<file path="src/rtl/cpu_alu_regfile_if.sv">
// Sequencer <-> datapath bus: register-file access, ALU issue/write-back and ALU result.
// Latency: none (wires only).
// Backpressure: none; the datapath accepts one access and one issue every cycle.
//
// Ports (signals carried):
//   wr_en, reg_addr, reg_in   external register write; reg_addr also selects reg_out
//   reg_out                   combinational read of reg[reg_addr]
//   op_addr_1, op_addr_2      operand A / B register addresses
//   en, opcode                ALU issue strobe and operation
//   wb_en, wb_addr            optional write-back of the ALU result (qualified by en)
//   out, carry, zero, valid   registered ALU result, flags and one-cycle update pulse
interface cpu_alu_regfile_if #(
    parameter int DATA_W = 4,
    parameter int ADDR_W = 2
);
    logic              wr_en;
    logic [ADDR_W-1:0] reg_addr;
    logic [DATA_W-1:0] reg_in;
    logic [DATA_W-1:0] reg_out;
    logic [ADDR_W-1:0] op_addr_1;
    logic [ADDR_W-1:0] op_addr_2;
    logic              en;
    logic [2:0]        opcode;
    logic              wb_en;
    logic [ADDR_W-1:0] wb_addr;
    logic [DATA_W-1:0] out;
    logic              carry;
    logic              zero;
    logic              valid;

    // Sequencer side
    modport master (
        output wr_en, reg_addr, reg_in, op_addr_1, op_addr_2,
               en, opcode, wb_en, wb_addr,
        input  reg_out, out, carry, zero, valid
    );

    // Datapath side
    modport slave (
        input  wr_en, reg_addr, reg_in, op_addr_1, op_addr_2,
               en, opcode, wb_en, wb_addr,
        output reg_out, out, carry, zero, valid
    );
endinterface

</file>
<file path="src/rtl/cpu_alu_regfile.sv">
// Datapath core of the 8-bit CPU: REG_NUM x DATA_W register file plus registered ALU with write-back.
// Latency: reg_out combinational; out/carry/zero/valid update 1 cycle after an en issue.
// Backpressure: none; back-to-back issues give one result per cycle, valid pulses once per issue.
//
// Ports:
//   clk   rising-edge clock for all state
//   rst   synchronous active-low reset; clears registers, result, flags and valid
//   bus   cpu_alu_regfile_if.slave (register access, ALU issue, result)
module cpu_alu_regfile #(
    parameter int DATA_W  = 4,
    parameter int REG_NUM = 4,
    parameter int ADDR_W  = 2
) (
    input  logic                  clk,
    input  logic                  rst,
    cpu_alu_regfile_if.slave      bus
);

    localparam logic [2:0] OP_ADD = 3'b000;
    localparam logic [2:0] OP_SUB = 3'b001;
    localparam logic [2:0] OP_AND = 3'b010;
    localparam logic [2:0] OP_OR  = 3'b011;
    localparam logic [2:0] OP_XOR = 3'b100;
    localparam logic [2:0] OP_NOT = 3'b101;
    localparam logic [2:0] OP_SHL = 3'b110;
    localparam logic [2:0] OP_SHR = 3'b111;

    logic [DATA_W-1:0] regs [REG_NUM];

    logic [DATA_W-1:0] op_a;
    logic [DATA_W-1:0] op_b;
    logic [DATA_W:0]   ext;        // one extra bit to catch carry/borrow
    logic [DATA_W-1:0] result;
    logic              carry_nxt;

    logic [DATA_W-1:0] out_q;
    logic              carry_q;
    logic              zero_q;
    logic              valid_q;

    assign bus.reg_out = regs[bus.reg_addr];
    assign bus.out     = out_q;
    assign bus.carry   = carry_q;
    assign bus.zero    = zero_q;
    assign bus.valid   = valid_q;

    // Operands come straight from the array, so a write landing on the same
    // edge is not seen until the following cycle.
    always_comb begin
        op_a      = regs[bus.op_addr_1];
        op_b      = regs[bus.op_addr_2];
        ext       = '0;
        result    = '0;
        carry_nxt = 1'b0;
        case (bus.opcode)
            OP_ADD: begin
                ext       = {1'b0, op_a} + {1'b0, op_b};
                result    = ext[DATA_W-1:0];
                carry_nxt = ext[DATA_W];
            end
            OP_SUB: begin
                // Top bit of the widened difference is set exactly when A < B.
                ext       = {1'b0, op_a} - {1'b0, op_b};
                result    = ext[DATA_W-1:0];
                carry_nxt = ext[DATA_W];
            end
            OP_AND: result = op_a & op_b;
            OP_OR:  result = op_a | op_b;
            OP_XOR: result = op_a ^ op_b;
            OP_NOT: result = ~op_a;
            OP_SHL: begin
                result    = {op_a[DATA_W-2:0], 1'b0};
                carry_nxt = op_a[DATA_W-1];
            end
            OP_SHR: begin
                result    = {1'b0, op_a[DATA_W-1:1]};
                carry_nxt = op_a[0];
            end
            default: begin
                result    = '0;
                carry_nxt = 1'b0;
            end
        endcase
    end

    // Register file: write-back is issued first so that an external write to
    // the same register on the same edge overrides it.
    always_ff @(posedge clk) begin
        if (!rst) begin
            for (int i = 0; i < REG_NUM; i++) begin
                regs[i] <= '0;
            end
        end else begin
            if (bus.en && bus.wb_en) begin
                regs[bus.wb_addr] <= result;
            end
            if (bus.wr_en) begin
                regs[bus.reg_addr] <= bus.reg_in;
            end
        end
    end

    // Result/flags hold when idle; valid marks the cycle they changed.
    always_ff @(posedge clk) begin
        if (!rst) begin
            out_q   <= '0;
            carry_q <= 1'b0;
            zero_q  <= 1'b0;
            valid_q <= 1'b0;
        end else begin
            valid_q <= bus.en;
            if (bus.en) begin
                out_q   <= result;
                carry_q <= carry_nxt;
                zero_q  <= (result == '0);
            end
        end
    end

endmodule

</file>
<file path="src/flat_wrapper.sv">
// flat-port wrapper written by rule: the top's interface ports become plain ports
module cpu_alu_regfile_flat 
#(
    parameter int DATA_W  = 4,
    parameter int REG_NUM = 4,
    parameter int ADDR_W  = 2
)
  (clk, rst, bus_wr_en, bus_reg_addr, bus_reg_in, bus_op_addr_1, bus_op_addr_2, bus_en, bus_opcode, bus_wb_en, bus_wb_addr, bus_reg_out, bus_out, bus_carry, bus_zero, bus_valid);
  cpu_alu_regfile_if #(.DATA_W(DATA_W), .ADDR_W(ADDR_W)) bus_i ();
  input  logic clk;
  input  logic rst;
  input wire logic [$bits(bus_i.wr_en)-1:0] bus_wr_en;
  input wire logic [$bits(bus_i.reg_addr)-1:0] bus_reg_addr;
  input wire logic [$bits(bus_i.reg_in)-1:0] bus_reg_in;
  input wire logic [$bits(bus_i.op_addr_1)-1:0] bus_op_addr_1;
  input wire logic [$bits(bus_i.op_addr_2)-1:0] bus_op_addr_2;
  input wire logic [$bits(bus_i.en)-1:0] bus_en;
  input wire logic [$bits(bus_i.opcode)-1:0] bus_opcode;
  input wire logic [$bits(bus_i.wb_en)-1:0] bus_wb_en;
  input wire logic [$bits(bus_i.wb_addr)-1:0] bus_wb_addr;
  output wire logic [$bits(bus_i.reg_out)-1:0] bus_reg_out;
  output wire logic [$bits(bus_i.out)-1:0] bus_out;
  output wire logic [$bits(bus_i.carry)-1:0] bus_carry;
  output wire logic [$bits(bus_i.zero)-1:0] bus_zero;
  output wire logic [$bits(bus_i.valid)-1:0] bus_valid;
  assign bus_i.wr_en = bus_wr_en;
  assign bus_i.reg_addr = bus_reg_addr;
  assign bus_i.reg_in = bus_reg_in;
  assign bus_i.op_addr_1 = bus_op_addr_1;
  assign bus_i.op_addr_2 = bus_op_addr_2;
  assign bus_i.en = bus_en;
  assign bus_i.opcode = bus_opcode;
  assign bus_i.wb_en = bus_wb_en;
  assign bus_i.wb_addr = bus_wb_addr;
  assign bus_reg_out = bus_i.reg_out;
  assign bus_out = bus_i.out;
  assign bus_carry = bus_i.carry;
  assign bus_zero = bus_i.zero;
  assign bus_valid = bus_i.valid;
  cpu_alu_regfile #(.DATA_W(DATA_W), .REG_NUM(REG_NUM), .ADDR_W(ADDR_W)) u_core (.clk(clk), .rst(rst), .bus(bus_i));
endmodule
</file>
<file path="config.mk">
export PLATFORM = sky130hd
export DESIGN_NAME = cpu_alu_regfile_flat
export DESIGN_NICKNAME = d
export VERILOG_FILES = /design/src/rtl/cpu_alu_regfile_if.sv /design/src/rtl/cpu_alu_regfile.sv /design/src/flat_wrapper.sv
export SDC_FILE = /design/constraint.sdc
export NUM_CORES = 1
export LEC_CHECK = 0
export ABC_AREA = 1
export BUFFER_PORTS_ARGS = -buffer_cell sky130_fd_sc_hd__clkbuf_2
export CAP_MARGIN = 10
export CORE_MARGIN = 3
export CORE_UTILIZATION = 40
export DETAILED_ROUTE_END_ITERATION = 16
export MAX_ROUTING_LAYER = met4
export SYNTH_ARGS = -nofsm -noshare
export SYNTH_HDL_FRONTEND = slang
export SYNTH_SLANG_ARGS = --single-unit
</file>
<file path="constraint.sdc">
create_clock -name clk -period 2.9 [get_ports clk]
set_input_delay 0.435 -clock clk [delete_from_list [all_inputs] [get_ports clk]]
set_output_delay 0.435 -clock clk [all_outputs]
set_load 0.02 [all_outputs]
</file>
==> out/metrics.csv, run 1 <==
metric;value;unit
status;finished, final reports clean;
antenna_left;0;
ir_worst_vdd;0.3078;mV
yosysWarnings;0;
drc;0;
syn-instance-count;305;
gp_congestion;0.9166;
die-area;5951;µm²
cap_violations;0;
fill_cells;513;
period_minus_slack;2683;ps
critPathLaunch;bus_op_addr_2[0];
post-synth-top-area-cell;edfxtp_1;
clock-sinks;23;
use_met3;2.113;%
synth_nets;339;
vias;2116;
antenna_found_initial;0;
syn_area;2024;µm²
synth.area.mux_share;0;%
worst_pin_slew;721.5;ps
worst_r2r_path_depth;13;
worstPathArrival;2690;ps
synth_top_family_by_area;simple AND/OR/NAND/NOR gates;
synth_cell_type_count;32;
rrSetupSlack;290;ps
clk_pin_slew_worst_paths;80;ps
grt_busiest_layer;met2;
finalHoldViolations;0;
crit_fanout;5;
grt_use_met1;25.00;%
wire_per_inst;13.15;µm
htree_num_levels;1;
grt_max_degree;13;
cts_hold_buffers;0;
ctsLongestPathBuffers;2;
grt_pass1_wl;9.287;mm
min_path_type;register to register;
max-slew-margin-rel;51.39;%
core_area;4817;µm²
antennaDiodeCount;0;
yosysTopAreaCellShare;23.73;%
tns;0;ps
start_kind;input pin;
dr.pass1.iters;5;
cp.required;2910;ps
grt_use_total;19.73;%
endpoint_kind;register;
clk_latency;260;ps
setup_violations;0;
cts_setup_buffers;0;
r2r_start;u_core.regs[1][0];
nets;382;
postSynthAreaPerCell;6.638;µm²
area_growth;17.00;%
grt_util_met2;31.87;%
post_cts_resized;0;
io_buffers;30;
p_total;0.8977;mW
synth.area.top_cells;edfxtp_1 24%, nand2_1 16%, inv_1 8.7%;
synth_xor_area_share;0;%
first_iter_violations;236;
root_buffer;clkbuf_8;
slew_violations;0;
dp_hpwl;4.591;mm
synthSimpleGateAreaFrac;34.61;%
die_x;77.14;µm
final_layout_size_suffix_gt1_share;16.71;%
r2r_end;u_core.regs[3][1];
ys_seq_area_share;30.66;%
mostFrequentLayoutCells;88 x nand2_1, 47 x inv_1, 34 x nor2_1;
wirelength;5.444;mm
fin_skew;3.783;ps
leakage;1.174;nW
path_class;input pin to register;
p_per_area;379.0;nW/µm²
register_area;620.6;µm²
globalRouteOverflowTotal;0;
start_util;42.03;%
timing.hold.ws;468.1;ps
cts_made_buffers;3;
pin_count;31;
post-route-period-util;92.50;%
rsz0062_at_grt;false;
vias_per_cell;5.111;
layout_commonest_cell;nand2_1;
multi_input_area;1167;µm²
fmax;372.8;MHz
crit_path_end;u_core.regs[3][1];
fp-row-count;25;
cts_tree;done;
fp.dieH;77.14;µm
synthAdderAreaFrac;9.394;%
ys_ff_latch;23;
grt_pass1_vias;2013;
synth_compound_gate_area_share;13.66;%
-- kinds of logic after synthesis --
family,count (synthesis)
flip-flops,23
AO/OA/AOI/OAI,45
AND/OR/NAND/NOR,166
adder cells (fa/ha/maj),14
buffers and inverters,57
-- worst max-delay path: stages --
cell,delay (ps)
clkbuf_2,110
inv_1,120
buf_4,140
nand2_1,40
a32oi_1,360
ha_1,210
inv_1,60
fa_1,440
nand4_1,100
nand2_1,50
nor2_1,100
nand2_1,60
nor2_1,120
nand2_1,120
nand2_1,130
o21ai_0,100
-- synth_stat cells (all sizes together) --
library cell,n
nor3,2
nand3,30
clkbuf,2
ha,12
nand4,4
dfxtp,7
a22oi,6
buf,4
a32oi,4
and3,1
a31oi,1
nand2,89
o22ai,12
or2,1
nor2,37
o211a,1
fa,2
inv,51
edfxtp,16
nand3b,1
o21ai,11
a21oi,10
and2,1
-- metal layers --
metal | vias up | part of all wire [%] | routed length [µm]
li1 | 1081 | - | -
met1 | 942 | 44 | 2412
met2 | 80 | 47 | 2532
met3 | 13 | 5.6 | 306
met4 | 0 | 3.5 | 193
met5 | - | 0 | 0
-- report_power, final --
part | internal [mW] | switching, mW | total (mW)
registers | 0.374 | 0.0181 | 0.392
logic | 0.120 | 0.193 | 0.312
clock network | 0.0980 | 0.0954 | 0.193
-- sequential cells by signal (all words and copies together), names as in the netlist --
| signal | cells |
|---|---|
| u_core.bus.carry | 1 |
| u_core.bus.zero | 1 |
| u_core.bus.out | 4 |
| u_core.bus.valid | 1 |
| u_core.regs | 16 |
-- layout make-up --
type	count	share of cell area, %
multi-input cells	225	49.29
flip-flops and latches	23	26.20
repair buffers	44	10.78
inverters	51	8.294
well taps	67	3.539
clock buffers	4	1.902
-- stage by stage --
step	cell area (µm²)	utilization [%]	setup slack (ps)	cells
4_1_cts	2369	49.17	225.4	414
3_3_place_gp	2323	48.23	-116.5	410
5_1_grt	2369	49.17	45.39	414
6_report	2369	49.17	217.4	414
2_1_floorplan	2024	-	320.4	305
3_5_place_dp	2323	48.23	-59.39	410
-- worst min path at each step --
stage,depth (start not counted),startpoint,endpoint,slack [ps]
2_1_floorplan,2,u_core.bus.zero,u_core.bus.zero,540
3_3_place_gp,2,u_core.bus.zero,u_core.bus.zero,460
3_5_place_dp,2,u_core.bus.out[2],u_core.bus.out[2],460
4_1_cts,3,bus_reg_in[0],u_core.regs[3][0],470
5_1_grt,2,u_core.bus.zero,u_core.bus.zero,490
6_report,2,u_core.bus.zero,u_core.bus.zero,470
Power figures use the tool's default switching activity.
==> run 2: changes to the inputs <==
Settings changed: CORE_UTILIZATION 40 to 45, PLACE_DENSITY set to 0.66.
==> out/metrics.csv, run 2 (synthesized netlist as in run 1, its figures left out) <==
metric;value;unit;change
status;finished, final reports clean;;unchanged
ir_worst_vdd;0.3080;mV;was 0.3078 mV
slew_violations;0;;unchanged
worst_r2r_path_depth;14;;was 13
fin_skew;1.335;ps;was 3.783 ps
gp_congestion;0.9915;;was 0.9166
start_kind;input pin;;unchanged
post-route-period-util;88.86;%;was 92.50%
area_growth;13.35;%;was 17.00%
r2r_end;u_core.regs[2][3];;was u_core.regs[3][1]
nets;375;;was 382
grt_pass1_wl;8.562;mm;was 9.287 mm
die-area;5339;µm²;was 5951 µm²
pin_count;31;;unchanged
p_per_area;380.9;nW/µm²;was 379.0 nW/µm²
antenna_found_initial;0;;unchanged
final_layout_size_suffix_gt1_share;15.00;%;was 16.71%
finalHoldViolations;0;;unchanged
rrSetupSlack;380;ps;was 290 ps
fp.dieH;73.07;µm;was 77.14 µm
wl_met3;265;µm;was 306 µm
grt_use_total;21.06;%;was 19.73%
wl_met1;2.406;mm;was 2.412 mm
period_minus_slack;2577;ps;was 2683 ps
cp.required;2900;ps;was 2910 ps
r2r_start;u_core.regs[1][2];;was u_core.regs[1][0]
fp-row-count;23;;was 25
htree_num_levels;1;;unchanged
cts_made_buffers;3;;unchanged
hp-start;u_core.bus.out[2];;was u_core.bus.zero
dp_hpwl;4.376;mm;was 4.591 mm
crit_fanout;7;;was 5
tns;0;ps;unchanged
clk_pin_slew_worst_paths;70;ps;was 80 ps
clock-sinks;23;;unchanged
path_class;input pin to register;;unchanged
first_iter_violations;193;;was 236
cap_violations;0;;unchanged
setup_slack;322.9;ps;was 217.4 ps
globalRouteOverflowTotal;0;;unchanged
cts_tree;done;;unchanged
wirelength;5.198;mm;was 5.444 mm
die_x;73.07;µm;was 77.14 µm
core_area;4173;µm²;was 4817 µm²
dr.pass1.iters;5;;unchanged
clk_latency;260;ps;about the same
antennaDiodeCount;0;;unchanged
mostFrequentLayoutCells;88 x nand2_1, 47 x inv_1, 34 x nor2_1;;unchanged
largest_register_ffs;16;;unchanged
top_register;u_core.regs;;unchanged
max-slew-margin-rel;54.94;%;was 51.39%
ctsLongestPathBuffers;2;;unchanged
root_buffer;clkbuf_8;;unchanged
post-place-ws;46.65;ps;was -59.39 ps
final_util;54.99;%;was 49.17%
cts_hold_buffers;0;;unchanged
grt_max_degree;13;;unchanged
rsz0062_at_grt;false;;unchanged
wire_per_inst;13.33;µm;was 13.15 µm
hold_depth;2;;unchanged
min_path_type;register to register;;unchanged
start_util;48.52;%;was 42.03%
top_layer;met4;;unchanged
grt_pass1_vias;1862;;was 2013
endpoint_kind;register;;unchanged
vias_per_cell;5.256;;was 5.111
drc;0;;unchanged
layout_commonest_cell;nand2_1;;unchanged
io_buffers;30;;unchanged
post_cts_resized;0;;unchanged
worstPathArrival;2580;ps;was 2690 ps
worst_pin_slew;668.8;ps;was 721.5 ps
setup_violations;0;;unchanged
fmax;388.0;MHz;was 372.8 MHz
vias;2050;;was 2116
whs_endpoint;u_core.bus.out[2];;was u_core.bus.zero
met2WireLength;2.403;mm;was 2.532 mm
p_total;0.8741;mW;was 0.8977 mW
cts_setup_buffers;0;;unchanged
antenna_left;0;;unchanged
leakage;1.140;nW;was 1.174 nW
[run 2: cell count changes in the layout (fill, tap and decap cells not counted)]
cell,previous run,this run
buf_4,14,7
[run 2: layout make-up]
class	count	area, µm²
fill	389	1878
multi-input combinational	225	1167
sequential	23	620.6
timing repair buffer	37	202.7
inverter	51	196.4
tap	50	62.56
clock buffer	4	45.04
[run 2: per-layer routing]
| layer | vias up | track usage (%) |
|---|---|---|
| met4 | 0 | 7.992 |
| met1 | 899 | 27.72 |
| met5 | - | - |
| met2 | 72 | 33.57 |
| met3 | 11 | 1.791 |
| li1 | 1068 | - |
[run 2: per-stage QoR]
step	std cells	hold slack [ps]	instance area, µm²
after floorplan	305	540.3	2024
after global placement	386	459.6	2250
after detailed placement	386	462.0	2250
after CTS	390	481.6	2295
after global routing	390	499.2	2295
final	390	478.6	2295
[run 2: how the worst max path moves through the flow]
stage | startpoint | to | slack [ps]
after detailed placement | bus_op_addr_2[0] | u_core.regs[3][1] | 50
final | bus_op_addr_2[0] | u_core.regs[3][1] | 320
after global routing | bus_op_addr_2[0] | u_core.regs[3][1] | 60
after global placement | bus_op_addr_2[0] | u_core.regs[3][1] | 20
after floorplan | bus_op_addr_2[0] | u_core.regs[0][2] | 320
after CTS | bus_op_addr_2[0] | u_core.regs[3][1] | 320
[run 2: power breakdown]
part / leakage [nW] / switching, mW / internal, mW
clock: 0.0228 / 0.0915 / 0.0979
combinational: 0.890 / 0.188 / 0.105
sequential: 0.228 / 0.0183 / 0.374
total: 1.14 / 0.298 / 0.576
[run 2: worst max-delay path, stage by stage]
cell      delay (ps)
clkbuf_2         130
inv_1            130
buf_4            140
nand2_1           40
a32oi_1          280
ha_1             200
inv_1             60
fa_1             420
nand4_1           90
nand2_1           50
nor2_1           110
nand2_1           70
nor2_1           100
nand2_1          110
nand2_1          120
o21ai_0          100
==> run 3: changes to the inputs <==
Settings changed: REMOVE_ABC_BUFFERS set to 1.
==> out/metrics.csv, run 3 (synthesized netlist as in run 1, its figures left out) <==
metric;value;unit;change
area_growth;13.53;%;was 13.35%
setup_violations;0;;unchanged
cts_made_buffers;3;;unchanged
fmax;387.4;MHz;was 388.0 MHz
layout.cells.non_filler;389;;was 390
first_iter_violations;135;;was 193
grt_pass1_vias;1995;;was 1862
htree_num_levels;1;;unchanged
clock-sinks;23;;unchanged
cts_hold_buffers;0;;unchanged
io_buffers;30;;unchanged
cap_violations;0;;unchanged
grt_max_degree;14;;was 13
worst_pin_slew;778.6;ps;was 668.8 ps
dp_cells;385;;was 386
worstPathArrival;2590;ps;was 2580 ps
pin_count;31;;unchanged
gp_congestion;0.9404;;was 0.9915
mostFrequentLayoutCells;87 x nand2_1, 47 x inv_1, 34 x nor2_1;;was 88 x nand2_1, 47 x inv_1, 34 x nor2_1
post-route-period-util;89.02;%;was 88.86%
drc;0;;unchanged
post_cts_resized;0;;unchanged
top_register;u_core.regs;;unchanged
cp.required;2910;ps;was 2900 ps
largest_register_ffs;16;;unchanged
max-slew-margin-rel;47.55;%;was 54.94%
wirelength;5.479;mm;was 5.198 mm
fp-row-count;23;;unchanged
wire_per_inst;14.08;µm;was 13.33 µm
grt_use_total;22.65;%;was 21.06%
layout_commonest_cell;nand2_1;;unchanged
dp_hpwl;4.505;mm;was 4.376 mm
final_layout_size_suffix_gt1_share;15.63;%;was 15.00%
register_area;620.6;µm²;unchanged
nets;374;;was 375
cts_tree;done;;unchanged
crit_fanout;9;;was 7
fin_skew;1.142;ps;was 1.335 ps
vias;2056;;was 2050
grt_pass1_wl;9.239;mm;was 8.562 mm
die_x;73.07;µm;unchanged
vias_per_cell;5.285;;was 5.256
start_kind;input pin;;unchanged
clk_latency;260;ps;about the same
min_path_type;input pin to register;;was register to register
core_area;4173;µm²;unchanged
setup_slack;318.4;ps;was 322.9 ps
finalHoldViolations;0;;unchanged
clk_pin_slew_worst_paths;80;ps;was 70 ps
endpoint_kind;register;;unchanged
start_util;48.52;%;unchanged
p_per_area;384.6;nW/µm²;was 380.9 nW/µm²
rsz0062_at_grt;false;;unchanged
period_minus_slack;2582;ps;was 2577 ps
cts_setup_buffers;0;;unchanged
antenna_found_initial;0;;unchanged
post-place-ws;-31.82;ps;was 46.65 ps
ctsLongestPathBuffers;2;;unchanged
slew_violations;0;;unchanged
status;finished, final reports clean;;unchanged
dr.pass1.iters;4;;was 5
antennaDiodeCount;0;;unchanged
final_util;55.08;%;was 54.99%
globalRouteOverflowTotal;0;;unchanged
fp.dieH;73.07;µm;unchanged
root_buffer;clkbuf_8;;unchanged
final_area;2298;µm²;was 2295 µm²
placed_cell_area;2242;µm²;was 2250 µm²
multi_input_area;1177;µm²;was 1167 µm²
antenna_left;0;;unchanged
leakage;1.139;nW;was 1.140 nW
die-area;5339;µm²;unchanged
path_class;input pin to register;;unchanged
ir_worst_vdd;0.2873;mV;was 0.3080 mV
fill_cells;416;;was 389
==> run 3: changes by cell type in the layout (fill, tap and decap cells not counted) <==
cell / delta
nand2_1: -1
clkbuf_1: -1
a32oi_2: +1
buf_4: -1
clkinv_2: +1
nand2_2: +1
a32oi_1: -1
==> run 3: area by class of cell <==
class                   instances  area share [%]
clock buffers                   3           1.796
clock inverters                 1          0.2177
inverters                      51           8.547
multi-input cells             225           51.22
flip-flops and latches         23           27.00
well taps                      50           2.722
repair buffers                 36           8.492
==> run 3: final timing paths <==
kind	start	endpoint	slack, ps	cells after the start
setup / recovery	bus_op_addr_2[0]	u_core.regs[2][2]	320	16
hold / removal	bus_reg_in[0]	u_core.regs[3][0]	470	3
setup reg to reg	u_core.regs[3][0]	u_core.regs[2][2]	340	11
hold reg to reg	u_core.bus.out[2]	u_core.bus.out[2]	470	2
==> run 3: per-layer routing <==
layer | GRT usage (%) | vias to the layer above | part of all wire, %
li1 | - | 1068 | -
met2 | 34.56 | 74 | 45
met5 | - | - | 0
met4 | 8.607 | 0 | 2.1
met1 | 31.24 | 904 | 47
met3 | 1.791 | 10 | 5.9
==> run 3: critical path: stages <==
cell and delay [ps]:
clkbuf_2 150, inv_1 150, buf_4 150, nand2_1 60, a32oi_2 230, ha_1 190
inv_1 60, fa_1 400, nor2_1 120, nor2_1 50, nand2_1 50, nand3_1 90
nor2_1 120, nand3_2 120, nand2_2 120, o22ai_1 90
==> run 3: power by group <==
part	internal, mW	total [mW]	leakage (nW)	switching [mW]
combinational	0.106	0.298	0.886	0.191
clock	0.0958	0.194	0.0255	0.0984
sequential	0.374	0.392	0.228	0.0185
total	0.576	0.884	1.14	0.308
==> run 3: through the flow <==
step / setup TNS, ps / hold WS (ps) / total power [mW]
final: 0 / 472.7 / 0.8841
after global routing: 0 / 500.5 / 0.9507
after CTS: 0 / 469.6 / 0.8861
after detailed placement: -88.55 / 465.6 / 0.6929
after global placement: 0 / 464.2 / 0.6926
after floorplan: 0 / 528.5 / 0.5835
